<file path="src/rtl/shift_rx_arbiter.sv">
// Round-robin scheduler for two serial sources sharing one
// serial-in shift register, with a valid/ready word output.
module shift_rx_arbiter #(
  parameter int WIDTH = 4,
  parameter int CNT_W = 2
) (
  input  logic             clock,
  input  logic             reset,
  input  logic             req0,
  input  logic             req1,
  input  logic             sin0,
  input  logic             sin1,
  output logic             gnt0,
  output logic             gnt1,
  output logic             busy,
  output logic [WIDTH-1:0] out_data,
  output logic             out_valid,
  input  logic             out_ready
);

  typedef enum logic [1:0] {
    IDLE,
    SHIFT,
    VALID
  } state_t;

  localparam logic [CNT_W-1:0] LAST = CNT_W'(WIDTH - 1);

  state_t           state_q;
  logic             sel_q;
  logic             rr_q;
  logic [CNT_W-1:0] cnt_q;
  logic [WIDTH-1:0] sr_q;
  logic             gnt0_q;
  logic             gnt1_q;
  logic             busy_q;
  logic             valid_q;

  logic sin_sel;
  logic pick;

  assign sin_sel = sel_q ? sin1 : sin0;
  // Contention goes to the pointer; otherwise the lone requester wins
  assign pick = (req0 && req1) ? rr_q : req1;

  always_ff @(posedge clock or posedge reset) begin
    if (reset) begin
      state_q <= IDLE;
      sel_q   <= 1'b0;
      rr_q    <= 1'b0;
      cnt_q   <= '0;
      sr_q    <= '0;
      gnt0_q  <= 1'b0;
      gnt1_q  <= 1'b0;
      busy_q  <= 1'b0;
      valid_q <= 1'b0;
    end else begin
      unique case (state_q)
        IDLE: begin
          if (req0 || req1) begin
            state_q <= SHIFT;
            sel_q   <= pick;
            cnt_q   <= '0;
            gnt0_q  <= ~pick;
            gnt1_q  <= pick;
            busy_q  <= 1'b1;
          end
        end
        SHIFT: begin
          sr_q  <= {sin_sel, sr_q[WIDTH-1:1]};
          cnt_q <= cnt_q + 1'b1;
          if (cnt_q == LAST) begin
            state_q <= VALID;
            gnt0_q  <= 1'b0;
            gnt1_q  <= 1'b0;
            valid_q <= 1'b1;
          end
        end
        VALID: begin
          if (out_ready) begin
            state_q <= IDLE;
            valid_q <= 1'b0;
            busy_q  <= 1'b0;
            rr_q    <= ~sel_q;
          end
        end
        default: begin
          state_q <= IDLE;
          gnt0_q  <= 1'b0;
          gnt1_q  <= 1'b0;
          busy_q  <= 1'b0;
          valid_q <= 1'b0;
        end
      endcase
    end
  end

  assign gnt0      = gnt0_q;
  assign gnt1      = gnt1_q;
  assign busy      = busy_q;
  assign out_valid = valid_q;
  assign out_data  = sr_q;

endmodule

</file>
<file path="config.mk">
export PLATFORM = sky130hd
export DESIGN_NAME = shift_rx_arbiter
export DESIGN_NICKNAME = d
export VERILOG_FILES = /design/src/rtl/shift_rx_arbiter.sv
export SDC_FILE = /design/constraint.sdc
export NUM_CORES = 1
export LEC_CHECK = 0
export CORE_AREA = 2 2 39 41
export CTS_CLUSTER_DIAMETER = 50
export DETAILED_ROUTE_END_ITERATION = 8
export DIE_AREA = 0 0 41 43
export PLACE_DENSITY = 0.78
export SYNTH_ARGS = -nofsm -noshare
export SYNTH_HDL_FRONTEND = slang
export SYNTH_SLANG_ARGS = --single-unit
export TNS_END_PERCENT = 5
</file>
<file path="constraint.sdc">
create_clock -name clock -period 3.3 [get_ports clock]
set_input_delay 0.495 -clock clock [delete_from_list [all_inputs] [get_ports clock]]
set_output_delay 0.495 -clock clock [all_outputs]
set_load 0.02 [all_outputs]
</file>
---- After elaboration in Yosys (flattened, before gate mapping) ----
Index checks and enable logic that the tools add are counted.
operators by class
  mux-type cells .......................... 18
  equality and inequality tests ........... 6
  $add $sub $neg .......................... 1
  reductions and logical operators ........ 11
  bitwise logic cells ..................... 5
operators by type and width
  kind                                                              count
  1-bit case mux with 3 select lines                                4
  3-bit AND reduction                                               4
  1-bit 2-to-1 mux                                                  8
  2-bit 2-to-1 mux                                                  4
  2-bit != test (second input constant)                             3
  2-bit case mux with 3 select lines                                1
  2-bit AND reduction                                               3
  1-bit NOT                                                         5
  2-bit == test (second input constant)                             2
  2-bit case mux with 2 select lines                                1
  2-bit by 1-bit adder with 2-bit output (second input constant)    1
  2-bit by 1-bit == test with 1-bit output (second input constant)  1
  2-bit logical NOT                                                 1
  2-bit nonzero test                                                1
  1-bit logical AND                                                 1
  1-bit logical OR                                                  1
storage, ports and cells
  logic and storage cells ................. 50
  register bits after elaboration ......... 14
  input bits .............................. 7
  output and inout port bits .............. 8

---- Logic depth before layout (Yosys ltp) ----
  depth in word-level cells ............... 5
  depth in mapped cells ................... 4
  gate-level depth less buffers ........... 4

---- Worst setup path before layout ----
OpenSTA, ideal clock, no wires.
  kind .................................... input to register
  start point ............................. in req1
  end point ............................... reg gnt0_q (netlist: gnt0)
  arrival ................................. 1.026 ns
  setup slack ............................. 2.191 ns
  stages .................................. 3
  library setup time ...................... 0.082 ns
  required time ........................... 3.218 ns
  path buffers ............................ 0
  cells stage by stage .................... or2_1 -> a21bo_1 -> o22ai_1
between the ends
  longest elaborated chain between the ends .. 5
  elaborated cells between the ends (all ways) .. 8
  those cells by class .................... 1 x eq/ne; 3 x mux; 1 x bitwise; 3 x reduce/logical
ends and longest elaborated chain
  what                                line  RTL
  start: declaration                  10    input logic req1,
  1-bit logical AND                   44    assign pick = (req0 && req1) ? rr_q : req1;
  1-bit 2-to-1 mux                    44
  1-bit NOT                           64    gnt0_q <= ~pick;
  1-bit 2-to-1 mux                    60    if (req0 || req1) begin
  1-bit case mux with 3 select lines  58    unique case (state_q)
  end signal: assignment              64
  end: declaration                    34    logic gnt0_q;
Several ways; a longest one is shown, not always the timed one. The select of a mux whose other input is x is not followed.
A chain may end at the register's enable or synchronous reset.

---- Worst setup path after layout ----
  start point ............................. reg sr_q[3] (netlist: out_data[3])
  end point ............................... out out_data[3]
RTL lines
  what                      line  RTL
  start: declaration        33    logic [WIDTH-1:0] sr_q;
  start signal: assignment  70    sr_q <= {sin_sel, sr_q[WIDTH-1:1]};
  end: declaration          16    output logic [WIDTH-1:0] out_data,
No word-level cell between the ends.

==> run summary <==
====================================================================================
Result of the run                                                       finished, final reports clean
Later-pin clock latency in the skew report                                   0.27 ns
CTS tree                                                                         yes
Classification of the worst setup path                                  flip-flop to output port
Cell area after technology mapping                                           643 µm²
Shortest clock period the worst path allows after layout                     1.75 ns
Number of gates given a new drive strength after cts                               0
H-tree level count                                                                 1
Post-Place Worst Slack                                                       1.65 ns
Setup crit end kind                                                      output port
Largest voltage drop on the vdd net                                         0.521 mV
Number of antenna diodes                                                           0
Synthesized netlist cell count                                                    56
Kind of cell adding the most delay to the critical path                 buffers and inverters
Port-buffer cells                                                                 14
Number of cells after detailed placement                                          84
CTS Root Cell                                                               clkbuf_4
Startpoint of the lowest-slack register-to-register path                    cnt_q[0]
Worst Path Max Fanout                                                              3
GR Layer Usage met1                                                            20.5%
Count of cells along the worst register-to-register path                           4
Number of cells on the worst hold path                                             1
Initial standard-cell utilization of the core                                  46.5%
PwrDens                                                                  1040 mW/mm²
Worst-case setup margin in the final layout                                  1.55 ns
Wirelength per Cell                                                          12.0 µm
Part of the cycle the worst path needs                                         53.0%
Total wire length                                                            1060 µm
WP data arrival                                                              1.25 ns
Total clock buffers created by CTS                                                 3
Crit Reg-Reg Endpoint                                                           gnt0
R2R Setup Slk                                                                2.12 ns
Placeable core region                                                    0.00138 mm²
P&R area growth vs syn                                                         27.6%
Total DRC errors in the routed layout                                              0
Setup Viol. Count Final                                                            0
Count of clock tree sinks                                                         14
Count of unique library cells instantiated by Yosys                               26
Required arrival time at the worst endpoint                                  2.80 ns
Met3 global-route usage                                                        3.14%
Nets                                                                              81
Overall track demand over capacity in global routing                           14.5%
Residual overflow from global routing                                              0
Delay contributed by the slowest stage of the critical path                  0.61 ns
Number of synthesized register bits                                               14
Measured slew at the worst slew-check pin                                   0.513 ns
Iter 0 DRT Violations                                                              7
Sum of negative setup slack                                                     0 ns
Cells along the critical path                                           clkdlybuf4s50_1
Register clock-pin slew on the reported worst setup and hold paths           0.08 ns
Number of antenna violations at the first check in global routing                  0
CTS Buffer Depth                                                                   2
Non-filler instance count after layout                                            88
Register Area                                                                350 µm²
Path category of the worst min-delay check                              flip-flop to flip-flop
Non-Filler Cell Area, Final                                                  821 µm²
Buf/Inv on CP                                                                      1
Most congested layer reported by global routing                                 met2
Clock tree skew after final layout                                        0.00267 ns
Area post-placement                                                          785 µm²
Hold violation total from the final report                                         0
Share of layout cells above drive strength 1                                   18.1%
Vias per std cell                                                               5.06
Mean Syn Cell Area                                                          11.5 µm²
Pleak                                                                    0.000376 µW
HPWL Detailed                                                                 796 µm
Number of detailed-route iterations in the first pass                              4
Number of top-level pins                                                          15
Number of nets produced by synthesis                                              64
Highest Clock Rate                                                           572 MHz
Setup bufs post-CTS                                                                0
First-pass GRT wire length                                                   1780 µm
Max-slew headroom                                                              65.8%
Vertical die dimension                                                         43 µm
Multi-input gate area                                                        255 µm²
Die area                                                                 0.00176 mm²
Final count of pins violating max slew                                             0
Fill cell count                                                                  128
DRT antenna net count                                                              0
Largest net degree at the start of global routing                                 15
Grt met2 use                                                                   21.6%
Final Wtd Congestion                                                           0.685
Slowest cell on the critical path                                       clkdlybuf4s50_1
Warnings from Yosys                                                                0
Unrepaired setup endpoints after global routing                                   no
Floorplan die width                                                            41 µm
Standard-cell row count                                                           14
Origin of the worst min-delay path                                       out_data[0]
Worst min-delay path endpoint                                            out_data[0]
Vias after detailed routing                                                      445
Number of buffers inserted for hold repair after clock tree synthesis              0
Element type at the critical path start                                    flip-flop
MaxCap Viol Count                                                                  0
Via count of the first global-routing pass                                       422
Sequential cell area fraction in the yosys report                              54.5%
====================================================================================
area by class of cell:
class | instances | share of cell area (%)
Multi-Input combinational cell | 35 | 31.1
Clock buffer | 4 | 4.42
Timing Repair Buffer | 14 | 17.1
Inverter | 5 | 2.29
Sequential cell | 14 | 42.7
Tap cell | 16 | 2.44
power breakdown:
group	switching [µW]	internal (µW)	total, µW
clock	55.0	67.0	122
combinational	174	227	401
sequential	76.9	255	332
metal layers:
metal | wire length (µm) | share of wire, % | vias to the layer above
li1 | - | - | 225
met1 | 503 | 48 | 208
met2 | 502 | 47 | 10
met3 | 43 | 4.1 | 2
met4 | 8 | 0.76 | 0
met5 | 0 | 0 | -
layout by cell type (no fill, tap or decap):
master / Yosys / final
a21bo_1: 2 / 2
a21oi_1: 3 / 3
clkdlybuf4s50_1: 0 / 14
clkbuf_4: 0 / 3
nand2b_4: 1 / 1
ha_1: 1 / 1
mux2_4: 3 / 3
a22o_1: 1 / 1
nand2_1: 6 / 6
o21ai_1: 3 / 3
inv_1: 3 / 3
nand2b_1: 1 / 1
a31oi_1: 1 / 1
nor2_2: 1 / 1
o21ai_0: 3 / 3
nand3_1: 1 / 1
and2_1: 1 / 1
clkbuf_8: 0 / 1
o22ai_1: 1 / 1
mux2i_1: 1 / 1
inv_2: 2 / 2
o21bai_2: 1 / 1
a41oi_1: 1 / 1
or2_1: 1 / 1
nor2_1: 1 / 1
dfrtp_1: 14 / 14
mux2_2: 1 / 1
state kept, by name (all words and copies together), names as in the netlist:
name       count
out_valid      1
rr_q           1
state_q        2
sel_q          1
gnt0           1
gnt1           1
busy           1
cnt_q          2
out_data       4
worst max-delay path by stage:
stage,from,slack (ns),depth (start not counted),end
2_1_floorplan,req1,2.19,3,gnt0
3_3_place_gp,req0,1.68,4,cnt_q[0]
3_5_place_dp,req0,1.65,4,cnt_q[0]
4_1_cts,out_data[3],1.53,1,out_data[3]
5_1_grt,out_data[1],1.49,1,out_data[1]
6_report,out_data[3],1.55,1,out_data[3]
stage by stage:
stage	utilization (%)	hold WS, ns	power, µW
3_3_place_gp	56.7	0.496	729
2_1_floorplan	-	0.384	617
3_5_place_dp	56.7	0.500	740
5_1_grt	59.3	0.547	920
4_1_cts	59.3	0.524	864
6_report	59.3	0.519	855
Yosys cell counts:
cell type / number / area, µm²
mux2_2: 1 / 11.3
nor2_1: 1 / 3.75
o22ai_1: 1 / 6.26
a31oi_1: 1 / 6.26
a41oi_1: 1 / 8.76
buf_6: 1 / 11.3
nand2_1: 6 / 22.5
mux2i_1: 1 / 10.0
dfrtp_1: 14 / 350
or2_1: 1 / 6.26
mux2_4: 3 / 45.0
a22o_1: 1 / 8.76
a21bo_1: 2 / 20.0
o21ai_0: 3 / 15.0
nand3_1: 1 / 5.00
nor2_2: 1 / 6.26
ha_1: 1 / 12.5
and2_1: 1 / 6.26
inv_2: 2 / 7.51
o21ai_1: 3 / 15.0
o21bai_2: 1 / 11.3
nand2b_1: 1 / 6.26
nand2b_4: 1 / 13.8
a21oi_1: 3 / 15.0
inv_1: 3 / 11.3
buf_4: 1 / 7.51
logic make-up after synthesis:
group / synth area share, %
mux: 10.3
fa+ha+maj: 1.95
simple gates: 10.9
buf+inv: 5.84
flops: 54.5
compound gates: 16.5
(Power assumes the default switching activity.)
==> edit 1 (same settings) <==
The 3 states of `state_t` get a one-hot encoding in 3 bits.
--- a/src/rtl/shift_rx_arbiter.sv
+++ b/src/rtl/shift_rx_arbiter.sv
@@ -19,8 +19,8 @@
 );
 
-  typedef enum logic [1:0] {
-    IDLE,
-    SHIFT,
-    VALID
+  typedef enum logic [2:0] {
+    IDLE  = 3'b001,
+    SHIFT = 3'b010,
+    VALID = 3'b100
   } state_t;
 
Check against the original RTL: same outputs for any inputs over 10 cycles, from zero or initial values and one cycle with reset high; not proved beyond that.
==> edit 1 against the unedited design <==
  * Power down 7.1%
  * Design area up 12%
  * Worst setup slack worse by 0.039 ns
  * Sequential power up 3%
  * Clock skew up 0.0013 ns
  * Sequential cell count up 1
  * Worst hold slack worse by 0.0089 ns
  * Global-route usage up 4.9 points
  * Non-clock buffer count unchanged
  * Synthesized area up 20%
  * Register-to-register slack worse by 0.24 ns
  * Clock power down 11%
  * Wire length up 33%
  * Largest power group unchanged
  * Highest routed layer unchanged
==> edit 1: results (changes against the unedited design) <==
Critical Path Slowest Stage Cell - clkdlybuf4s50_1 (unchanged)
I/O Buffers - 14 (unchanged)
Leak - 0.394 nW (was 0.376 nW)
Iter 0 DRT Violations - 9 (was 7)
Layout cell share with drive strength beyond 1 - 11.5% (was 18.1%)
Setup Buffers After CTS - 0 (unchanged)
Clk. pwr - 0.108 mW (was 0.122 mW)
First-pass GRT wire length - 2170 um (was 1780 um)
Reg-to-reg slack, setup - 1.88 ns (was 2.12 ns)
Final nets - 96 (was 81)
Met1 GRT Util - 25.5% (was 20.5%)
Post-synth cell types - 29 (was 26)
Least-Margin Pin Slew - 0.554 ns (was 0.513 ns)
Switching Share - 39.4% (was 35.8%)
Top cells by count, synth - nand2_1 (15), dfrtp_1 (14), nand2b_1 (5) (was dfrtp_1 (14), nand2_1 (6))
Vias in the first global route - 480 (was 422)
Largest net degree at the start of global routing - 16 (was 15)
GPL Wtd Cong - 0.719 (was 0.685)
XOR/XNOR Fraction of Synth Area - 1.13% (was 0%)
HPWL after DPL - 1040 um (was 796 um)
Antenna cells - 0 (unchanged)
Hold endpoint - out_data[1] (was out_data[0])
Post-synthesis mux area share - 1.29% (was 10.3%)
Status - completed (unchanged)
Global-route met3 utilization - 4.71% (was 3.14%)
Hold-critical path depth - 2 (was 1)
Worst r2r path cells - 3 (was 4)
Initial antenna violation count - 0 (unchanged)
CP top delay family - buffers and inverters (unchanged)
P_comb - 0.346 mW (was 0.401 mW)
Synth Area in Compound Gates - 17.0% (was 16.5%)
DR WL met2 - 699 um (was 502 um)
VDD IR max - 429 uV (was 521 uV)
H-tree lvl count - 1 (unchanged)
WHS - 0.510 ns (was 0.519 ns)
Ys Warns - 0 (unchanged)
Worst reg2reg path startpoint - state_q[0] (was cnt_q[0])
TritonRoute pass-1 iters - 4 (unchanged)
Met3 Wirelength - 44 um (was 43 um)
Ranking of synthesized cells by area - dfrtp_1 (45%), nand2_1 (7.3%), buf_6 (4.4%), nand2b_1 (4.0%), dfstp_2 (3.4%) (was dfrtp_1 (54%), mux2_4 (7.0%), nand2_1 (3.5%), a21bo_1 (3.1%), a21oi_1 (2.3%))
DR vias - 555 (was 445)
All-Layer GR Usage - 19.4% (was 14.5%)
Fin Clk Skew - 0.00402 ns (was 0.00267 ns)
WL met1 - 636 um (was 503 um)
Post-synthesis adder-cell area fraction - 1.62% (was 1.95%)
WL final - 1410 um (was 1060 um)
Met2 usage - 27.5% (was 21.6%)
Total Power - 0.794 mW (was 0.855 mW)
Post-synthesis sequential area ratio - 48.6% (was 54.5%)
Clock latency on the worst-skew pair - 0.29 ns (was 0.27 ns)
Worst r2r dst - cnt_q[0] (was gnt0)
Max reg flops - 4 (unchanged)
Critical Path Start - out_data[3] (unchanged)
Hold_sp - out_data[1] (was out_data[0])
Crit path to - out_data[3] (unchanged)
Syn nets - 81 (was 64)
edit 1: changes by cell type after synthesis, sizes merged, moves of 2 or more:
| cell | delta |
|---|---|
| or3b | +2 |
| a21bo | -2 |
| nor2b | +3 |
| nand2b | +3 |
| inv | -3 |
| nand2 | +9 |
| buf | +2 |
| mux2 | -4 |
| nor3b | +3 |
| a32oi | +2 |
edit 1: area by class of cell:
cell class | count | area [sq um]
clock buffer | 4 | 26.3
fill | 114 | 464
inverter | 2 | 7.51
multi-input combinational | 52 | 349
sequential | 15 | 377
tap | 16 | 20.0
timing repair buffer | 14 | 140
edit 1: through the flow:
stage               utilization (%)  cells  instance area [sq um]  setup WS [ns]
finish                         66.5    103                    920           1.51
global route                   66.5    103                    920           1.47
CTS                            66.5    103                    920           1.50
detailed placement             64.6     99                    893           1.60
global placement               64.6     99                    893           1.62
floorplan                         -     73                    774           1.97
==> edit 2 (same settings) <==
Without the edit above. `WIDTH`: 4 -> 6.
--- a/src/rtl/shift_rx_arbiter.sv
+++ b/src/rtl/shift_rx_arbiter.sv
@@ -2,5 +2,5 @@
 // serial-in shift register, with a valid/ready word output.
 module shift_rx_arbiter #(
-  parameter int WIDTH = 4,
+  parameter int WIDTH = 6,
   parameter int CNT_W = 2
 ) (
Ports: changed (resized out_data); port bits go from 15 to 17. The function was not compared with the original's and may differ.
==> edit 2 against the unedited design <==
  * Die area is the same
  * Design area increased by 13%
  * Worst hold slack got worse by 0.012 ns
  * Combinational power increased by 24%
  * Worst setup slack worse by 0.025 ns
  * Register-to-register slack worse by 0.28 ns
  * Wire length is 25% higher
  * Final cell count is 10% higher
  * Sequential cell count is 2 higher
  * Power increased by 19%
  * Synthesized area increased by 14%
  * Highest routed layer unchanged
==> edit 2: results (changes against the unedited design) <==
Status - completed (unchanged)
Layout cell share with drive strength beyond 1 - 16.0% (was 18.1%)
Critical path arrival - 1.28 ns (was 1.25 ns)
Leak - 0.411 nW (was 0.376 nW)
Final nets - 90 (was 81)
HPWL after DPL - 941 um (was 796 um)
All-Layer GR Usage - 18.1% (was 14.5%)
Iter 0 DRT Violations - 13 (was 7)
DR vias - 505 (was 445)
Clock latency on the worst-skew pair - 0.29 ns (was 0.27 ns)
GPL Wtd Cong - 0.706 (was 0.685)
Dpl cell area - 890 sq um (was 785 sq um)
I/O Buffers - 16 (was 14)
WL final - 1320 um (was 1060 um)
Via/cell ratio - 5.21 (was 5.06)
Fill cells - 112 (was 128)
Syn nets - 72 (was 64)
Max reg flops - 6 (was 4)
Post-synth cell types - 24 (was 26)
Top cells by count, synth - dfrtp_1 (16), nand2_1 (8), o21ai_0 (8) (was dfrtp_1 (14), nand2_1 (6))
Worst-path clk slew - 0.10 ns (was 0.08 ns)
VDD IR max - 521 uV (about the same)
Cells after Synth - 64 (was 56)
Slew margin rel. - 59.9% (was 65.8%)
Inst Count DP - 93 (was 84)
Fin Clk Skew - 0.00578 ns (was 0.00267 ns)
First-pass GRT wire length - 2190 um (was 1780 um)
Switching Share - 37.2% (was 35.8%)
Ranking of synthesized cells by area - dfrtp_1 (54%), mux2_4 (10%), o21ai_0 (5.4%), nand2_1 (4.1%), buf_4 (2.0%) (was dfrtp_1 (54%), mux2_4 (7.0%), nand2_1 (3.5%), a21bo_1 (3.1%), a21oi_1 (2.3%))
==> edit 2: changes by cell type after synthesis, sizes merged, moves of 2 or more <==
cell / unedited run / this run
dfrtp: 14 / 16
inv: 5 / 2
nand2: 6 / 8
nor2: 2 / 4
o21ai: 6 / 8
or2b: 0 / 2
==> edit 2: power by group through the flow <==
stage | combinational (mW) | sequential [mW] | clock, mW
2_1_floorplan | 0.315 | 0.427 | 0
3_3_place_gp | 0.486 | 0.390 | 0
3_5_place_dp | 0.498 | 0.395 | 0
4_1_cts | 0.501 | 0.392 | 0.134
5_1_grt | 0.540 | 0.408 | 0.140
6_report | 0.497 | 0.391 | 0.133
==> edit 2: cells by family after synthesis <==
| logic type | after synthesis | share of synthesized area (%) |
|---|---|---|
| flops | 16 | 54.4 |
| compound gates | 15 | 13.1 |
| fa+ha+maj | 1 | 1.70 |
| simple gates | 21 | 14.6 |
| mux | 6 | 11.6 |
| buf+inv | 5 | 4.59 |
==> edit 2: metal layers <==
metal  up-vias  track usage [%]  routed length, um
met5         -                0                  0
met4         0             6.00                 13
met3         2             3.14                 48
met2        16             27.2                640
met1       236             25.9                620
li1        251                -                  -
==> edit 2: final cells by class <==
type                       count  area, sq um  share of cell area, %
timing repair buffer          16          160                   17.3
clock buffer                   4         36.3                   3.92
tap                           16         20.0                   2.16
multi-input combinational     43          302                   32.6
sequential                    16          400                   43.2
inverter                       2         7.51                  0.811
==> edit 2: path summary, 6_finish.rpt <==
kind                             start     endpoint  slack (ns)  cells after the start
min in group asynchronous        reset   state_q[1]        0.56                      2
min reg2reg                   cnt_q[0]     cnt_q[0]        0.51                      1
max in group asynchronous        reset         rr_q        2.35                      2
min                           cnt_q[0]     cnt_q[0]        0.51                      1
max reg2reg                 state_q[1]  out_data[0]        1.84                      2
max                        out_data[4]  out_data[4]        1.53                      1
